`src/rtl/seq_detect_moore.sv`:
```
// Runtime-configurable serial pattern detector with a registered one-cycle detect pulse.
// Matching compares a shifting bit history against the stored pattern, so overlap and arbitrary patterns are exact.
module seq_detect_moore #(
  parameter int MAX_LEN = 8,
  parameter int CNT_W   = 8,
  parameter int LEN_W   = $clog2(MAX_LEN + 1)
) (
  input  logic               clk,
  input  logic               reset,
  input  logic               ip,
  input  logic               ip_valid,
  input  logic               overlap,
  input  logic               cfg_load,
  input  logic [MAX_LEN-1:0] cfg_pattern,
  input  logic [LEN_W-1:0]   cfg_len,
  output logic               op,
  output logic [CNT_W-1:0]   det_count,
  output logic [LEN_W-1:0]   cur_len
);

  localparam logic [LEN_W-1:0]   MAX_LEN_L = LEN_W'(MAX_LEN);
  localparam logic [MAX_LEN-1:0] DEF_PAT   = MAX_LEN'(4'b1100);
  localparam logic [LEN_W-1:0]   DEF_LEN   = LEN_W'(4);

  function automatic logic [CNT_W-1:0] sat_inc(input logic [CNT_W-1:0] c);
    return (&c) ? c : c + 1'b1;
  endfunction

  function automatic logic [LEN_W-1:0] clamp_len(input logic [LEN_W-1:0] l);
    return (l > MAX_LEN_L) ? MAX_LEN_L : l;
  endfunction

  // Selects the low l bits, i.e. the most recent l received bits of the history.
  function automatic logic [MAX_LEN-1:0] len_mask(input logic [LEN_W-1:0] l);
    logic [MAX_LEN-1:0] m;
    m = '0;
    for (int i = 0; i < MAX_LEN; i++) m[i] = (i < int'(l));
    return m;
  endfunction

  logic [MAX_LEN-1:0] pat_r, pat_nx;
  logic [LEN_W-1:0]   len_r, len_nx;
  logic [MAX_LEN-1:0] hist, hist_nx;
  logic [LEN_W-1:0]   fill, fill_nx;
  logic [CNT_W-1:0]   cnt_nx;
  logic               op_nx;
  logic [MAX_LEN-1:0] nh, mask;
  logic [LEN_W-1:0]   nf;
  logic               match;

  always_comb begin
    pat_nx  = pat_r;
    len_nx  = len_r;
    hist_nx = hist;
    fill_nx = fill;
    cnt_nx  = det_count;
    op_nx   = 1'b0;
    nh      = {hist[MAX_LEN-2:0], ip};
    nf      = (fill == MAX_LEN_L) ? fill : fill + 1'b1;
    mask    = len_mask(len_r);
    match   = (len_r != '0) && (nf >= len_r) && ((nh & mask) == (pat_r & mask));
    if (cfg_load) begin
      pat_nx  = cfg_pattern;
      len_nx  = clamp_len(cfg_len);
      hist_nx = '0;
      fill_nx = '0;
    end else if (ip_valid) begin
      hist_nx = nh;
      fill_nx = nf;
      if (match) begin
        op_nx  = 1'b1;
        cnt_nx = sat_inc(det_count);
        // Non-overlap: the matched window must not seed the next match.
        if (!overlap) begin
          hist_nx = '0;
          fill_nx = '0;
        end
      end
    end
  end

  always_ff @(posedge clk) begin
    if (reset) begin
      pat_r     <= DEF_PAT;
      len_r     <= DEF_LEN;
      hist      <= '0;
      fill      <= '0;
      op        <= 1'b0;
      det_count <= '0;
    end else begin
      pat_r     <= pat_nx;
      len_r     <= len_nx;
      hist      <= hist_nx;
      fill      <= fill_nx;
      op        <= op_nx;
      det_count <= cnt_nx;
    end
  end

  assign cur_len = len_r;

endmodule

```
`config.mk`:
```
export PLATFORM = sky130hd
export DESIGN_NAME = seq_detect_moore
export DESIGN_NICKNAME = d
export VERILOG_FILES = /design/src/rtl/seq_detect_moore.sv
export SDC_FILE = /design/constraint.sdc
export NUM_CORES = 1
export LEC_CHECK = 0
export BUFFER_PORTS_ARGS = -buffer_cell sky130_fd_sc_hd__buf_2
export CORE_UTILIZATION = 40
export DETAILED_ROUTE_END_ITERATION = 16
export PLACE_DENSITY = 0.57
export SLEW_MARGIN = 20
export SYNTH_ARGS = -nofsm -noshare
export SYNTH_HDL_FRONTEND = slang
export SYNTH_SLANG_ARGS = --single-unit
```
`constraint.sdc`:
```
create_clock -name clk -period 3 [get_ports clk]
set_input_delay 0.75 -clock clk [delete_from_list [all_inputs] [get_ports clk]]
set_output_delay 0.75 -clock clk [all_outputs]
set_load 0.01 [all_outputs]
```
==> impl_metrics.yaml <==
logic_synthesis:
  post_synth_most_frequent_cells: "sky130_fd_sc_hd__dfxtp_1 (32), sky130_fd_sc_hd__nor2_1 (17), sky130_fd_sc_hd__nor2b_1 (14), sky130_fd_sc_hd__a31oi_1 (11), sky130_fd_sc_hd__nor3_1 (11)"
  synth-simple-area-share: 0.226
  synth_top_family_by_area: "simple AND/OR/NAND/NOR gates"
  synth.yosys.warnings: 0
  complex_gate_fraction_of_the_synthesized_area: 0.160
  synth_xor_area_frac: 0.0685
  synth.mux.area_fraction: 0.0617
  synth.top_cell.area_share: 0.386
  async_set_or_reset_flop_fraction_in_the_synthesized_netlist: 0
  post-synth-top-count-cell: "sky130_fd_sc_hd__dfxtp_1"
  post_synth_fa_ha_maj_area_fraction: 0.0527
  syn-mean-instance-area_um2: 8.98
  ys_top_cells_by_area: "sky130_fd_sc_hd__dfxtp_1 (39%), sky130_fd_sc_hd__ha_1 (5.3%), sky130_fd_sc_hd__nor2b_1 (5.3%), sky130_fd_sc_hd__xnor2_1 (5.3%), sky130_fd_sc_hd__mux2i_1 (4.8%)"
  synth_top_cell_by_area: "sky130_fd_sc_hd__dfxtp_1"
  synthesis.area_um2: 1660
  dominantRegCellSynth: "sky130_fd_sc_hd__dfxtp_1"
  synth-seq-cells: 32
  synth_seq_area_share: 0.386
  post_synth_edffs: 0
  netlist-cell-type-count: 41
  post_synth_inst_count: 185
  syn-num-nets: 210
setup_path:
  crit_path_end: "fill[0]"
  path_class: "reg -> reg"
  critical_path.startpoint_type: "flip-flop"
  critPathTopFamily: "compound AO/OA/AOI/OAI gates"
  reg2reg_to: "fill[0]"
  timing.critical_path.slowest_stage_cell: "sky130_fd_sc_hd__a2111oi_4"
  timing.critical_path.required_ns: 3.19
  critPathMaxFanout: 6
  timing.rr.start: "fill[0]"
  worst-r2r-setup-slack_ns: 0.16
  critPathBufInv: 2
  startpoint: "fill[0]"
  worst-path-stages: 12
  worst_setup_path_end_kind: "flip-flop"
  largest_stage_delay_on_the_critical_path_ns: 0.44
  worstPathArrival_ns: 3.03
  worst-r2r-cell-count: 12
  worst_path_cell_trace: "inv_1 -> ha_1 -> and3b_1 -> xnor2_1 -> ha_1 -> nand2b_1 -> a2111oi_4 -> a2111oi_4 -> nand4b_1 -> buf_4 -> nand4b_1 -> a311oi_1"
pwr:
  leak_uw: 0.000824
  peakVddDrop_mv: 0.358
  powerDensity_nw_per_um2: 451
placement:
  count_of_input_and_output_buffers: 30
  dpl_cell_area_um2: 1850
  finalWeightedCongestion: 0.858
  post-dp-hpwl_um: 2770
route:
  detail_route.drc_violations: 0
  route.final.wire_length_um: 3870
  vias: 1426
  first_iter_violations: 57
  route.detailed.wl_per_inst_um: 14.5
  ant_nets: 0
  routed_via_density: 5.36
  drt_pass1_iterations: 4
job:
  drv_cap: 0
sta:
  timing.final.hold_violations: 0
  max_clock_freq_ghz: 0.352
  fin_worst_skew_ns: 0.00642
  timing.final.setup_violations: 0
  slew_viol_final: 0
  fin_crit_sh: 0.947
  totalNegativeSetupSlack_ns: 0
  maxSlewHeadroom: 0.577
  timing.hold.ws_ns: 0.535
  final_period_minus_worst_setup_slack_ns: 2.84
  tightest_slew_ns: 0.634
  grt_setup_unrepaired: "no"
cells_and_area:
  final_nets: 240
  register_area_um2: 641
  layout-drive-gt1-share: 0.213
  post-route-cell-area_um2: 1970
  fillers: 399
  final_antenna_diode_count: 0
  area_growth_syn_to_layout_pct: 18.3
  multi_input_area_um2: 962
global_routing:
  track_usage: 0.197
  grt_overflow: 0
  grt_pass1_wl_um: 6350
  grt_start_max_net_pins: 36
  vias_in_the_first_global_route: 1381
  grt_antenna_before_repair: 0
clocking:
  cts-root-buf: "sky130_fd_sc_hd__clkbuf_8"
  cts_inserted_buffers: 5
  cts.hold.buffers_added: 0
  bufs_on_longest_clock_path: 2
  h_tree_levels: 2
  sinks_on_clock_net: 32
  tritoncts: "built"
  worst_setup_hold_path_clk_slew_ns: 0.07
  clock_latency_ns: 0.29
floorplanning:
  die_area_um2: 4420
  floorplan.core_area_um2: 4000
  die_w_um: 66.5
  floorplan.initialDensity: 0.415
  floorplan.io_pins: 31
  floorplan.die.height_um: 66.5
  floorplan.rows: 23
outcome:
  status: "completed"
hold_path:
  worstHoldStart: "pat_r[0]"
  min_path_type: "reg -> reg"
## area by class of cell
cell class / instances / area share
inverter: 8 / 0.0153
timing repair buffer: 34 / 0.0917
multi-input combinational: 134 / 0.489
sequential: 32 / 0.326
tap: 50 / 0.0318
clock buffer: 8 / 0.0458
## metrics by stage
step	util	total power (µW)	setup slack, ns	cells
after CTS	0.485	896	0.0454	265
after detailed placement	0.463	548	0.0605	257
after global placement	0.463	543	0.187	257
after global routing	0.491	929	0.0152	266
final	0.491	887	0.159	266
after floorplan	-	516	0.283	185
## state kept, by name, indices dropped and copies added, names as in the netlist
signal     count
det_count      8
pat_r          8
hist           7
cur_len        4
fill           4
op             1
## worst min-delay path by stage
stage	endpoint	slack (ns)	cells past startpoint
2_1_floorplan	pat_r[5]	0.48	2
3_3_place_gp	pat_r[0]	0.50	2
3_5_place_dp	pat_r[0]	0.52	2
4_1_cts	pat_r[0]	0.54	2
5_1_grt	pat_r[0]	0.58	2
6_report	pat_r[0]	0.54	2
## repair_timing
action,4_1_cts,5_1_grt
endpoints found under the setup margin,0,10
resized for setup,0,3
setup buffers,0,1
## where the power goes
group	internal, µW	switching [µW]
clock network	187	160
logic	40.8	51.2
registers	436	12.4
total	664	223
## tightest hold or removal path: cells and delay by family (launching register included)
| family | cells | cell delay (ns) |
|---|---|---|
| flip-flops | 1 | 0.35 |
| AND/OR/NAND/NOR | 1 | 0.07 |
| multiplexers | 1 | 0.07 |
## metal layers
layer | track usage | share of wire
met2 | 0.327 | 0.48
met5 | 0 | 0
met1 | 0.240 | 0.46
met3 | 0.0531 | 0.040
met4 | 0.0798 | 0.021
## cells by family (layout without fill, tap and decap cells)
family          Yosys count  after routing
compound gates           35             35
fa+ha+maj                 7              7
simple gates             69             69
buf+inv                  19             50
mux                      10             10
flops                    32             32
xor+xnor                 13             13
## cells in the final DEF, fill, tap and decap left out, types with 2 or more instances in the layout
master / instances
sky130_fd_sc_hd__nor3_1: 11
sky130_fd_sc_hd__mux2_1: 2
sky130_fd_sc_hd__nor2b_1: 14
sky130_fd_sc_hd__o21ai_1: 3
sky130_fd_sc_hd__a31oi_1: 11
sky130_fd_sc_hd__buf_2: 30
sky130_fd_sc_hd__inv_1: 8
sky130_fd_sc_hd__a21oi_1: 4
sky130_fd_sc_hd__or2_2: 2
sky130_fd_sc_hd__buf_4: 4
sky130_fd_sc_hd__clkbuf_1: 2
sky130_fd_sc_hd__a22oi_1: 2
sky130_fd_sc_hd__mux2i_1: 8
sky130_fd_sc_hd__a2111oi_4: 2
sky130_fd_sc_hd__nand4b_1: 2
sky130_fd_sc_hd__ha_1: 7
sky130_fd_sc_hd__nand4_1: 7
sky130_fd_sc_hd__o21ai_0: 3
sky130_fd_sc_hd__clkbuf_8: 6
sky130_fd_sc_hd__nand2b_1: 3
sky130_fd_sc_hd__xor2_1: 3
sky130_fd_sc_hd__nand3_1: 6
sky130_fd_sc_hd__dfxtp_1: 32
sky130_fd_sc_hd__a211o_1: 2
sky130_fd_sc_hd__xnor2_1: 10
sky130_fd_sc_hd__nor2_1: 17
No activity file was read; power rests on OpenSTA's default activity.
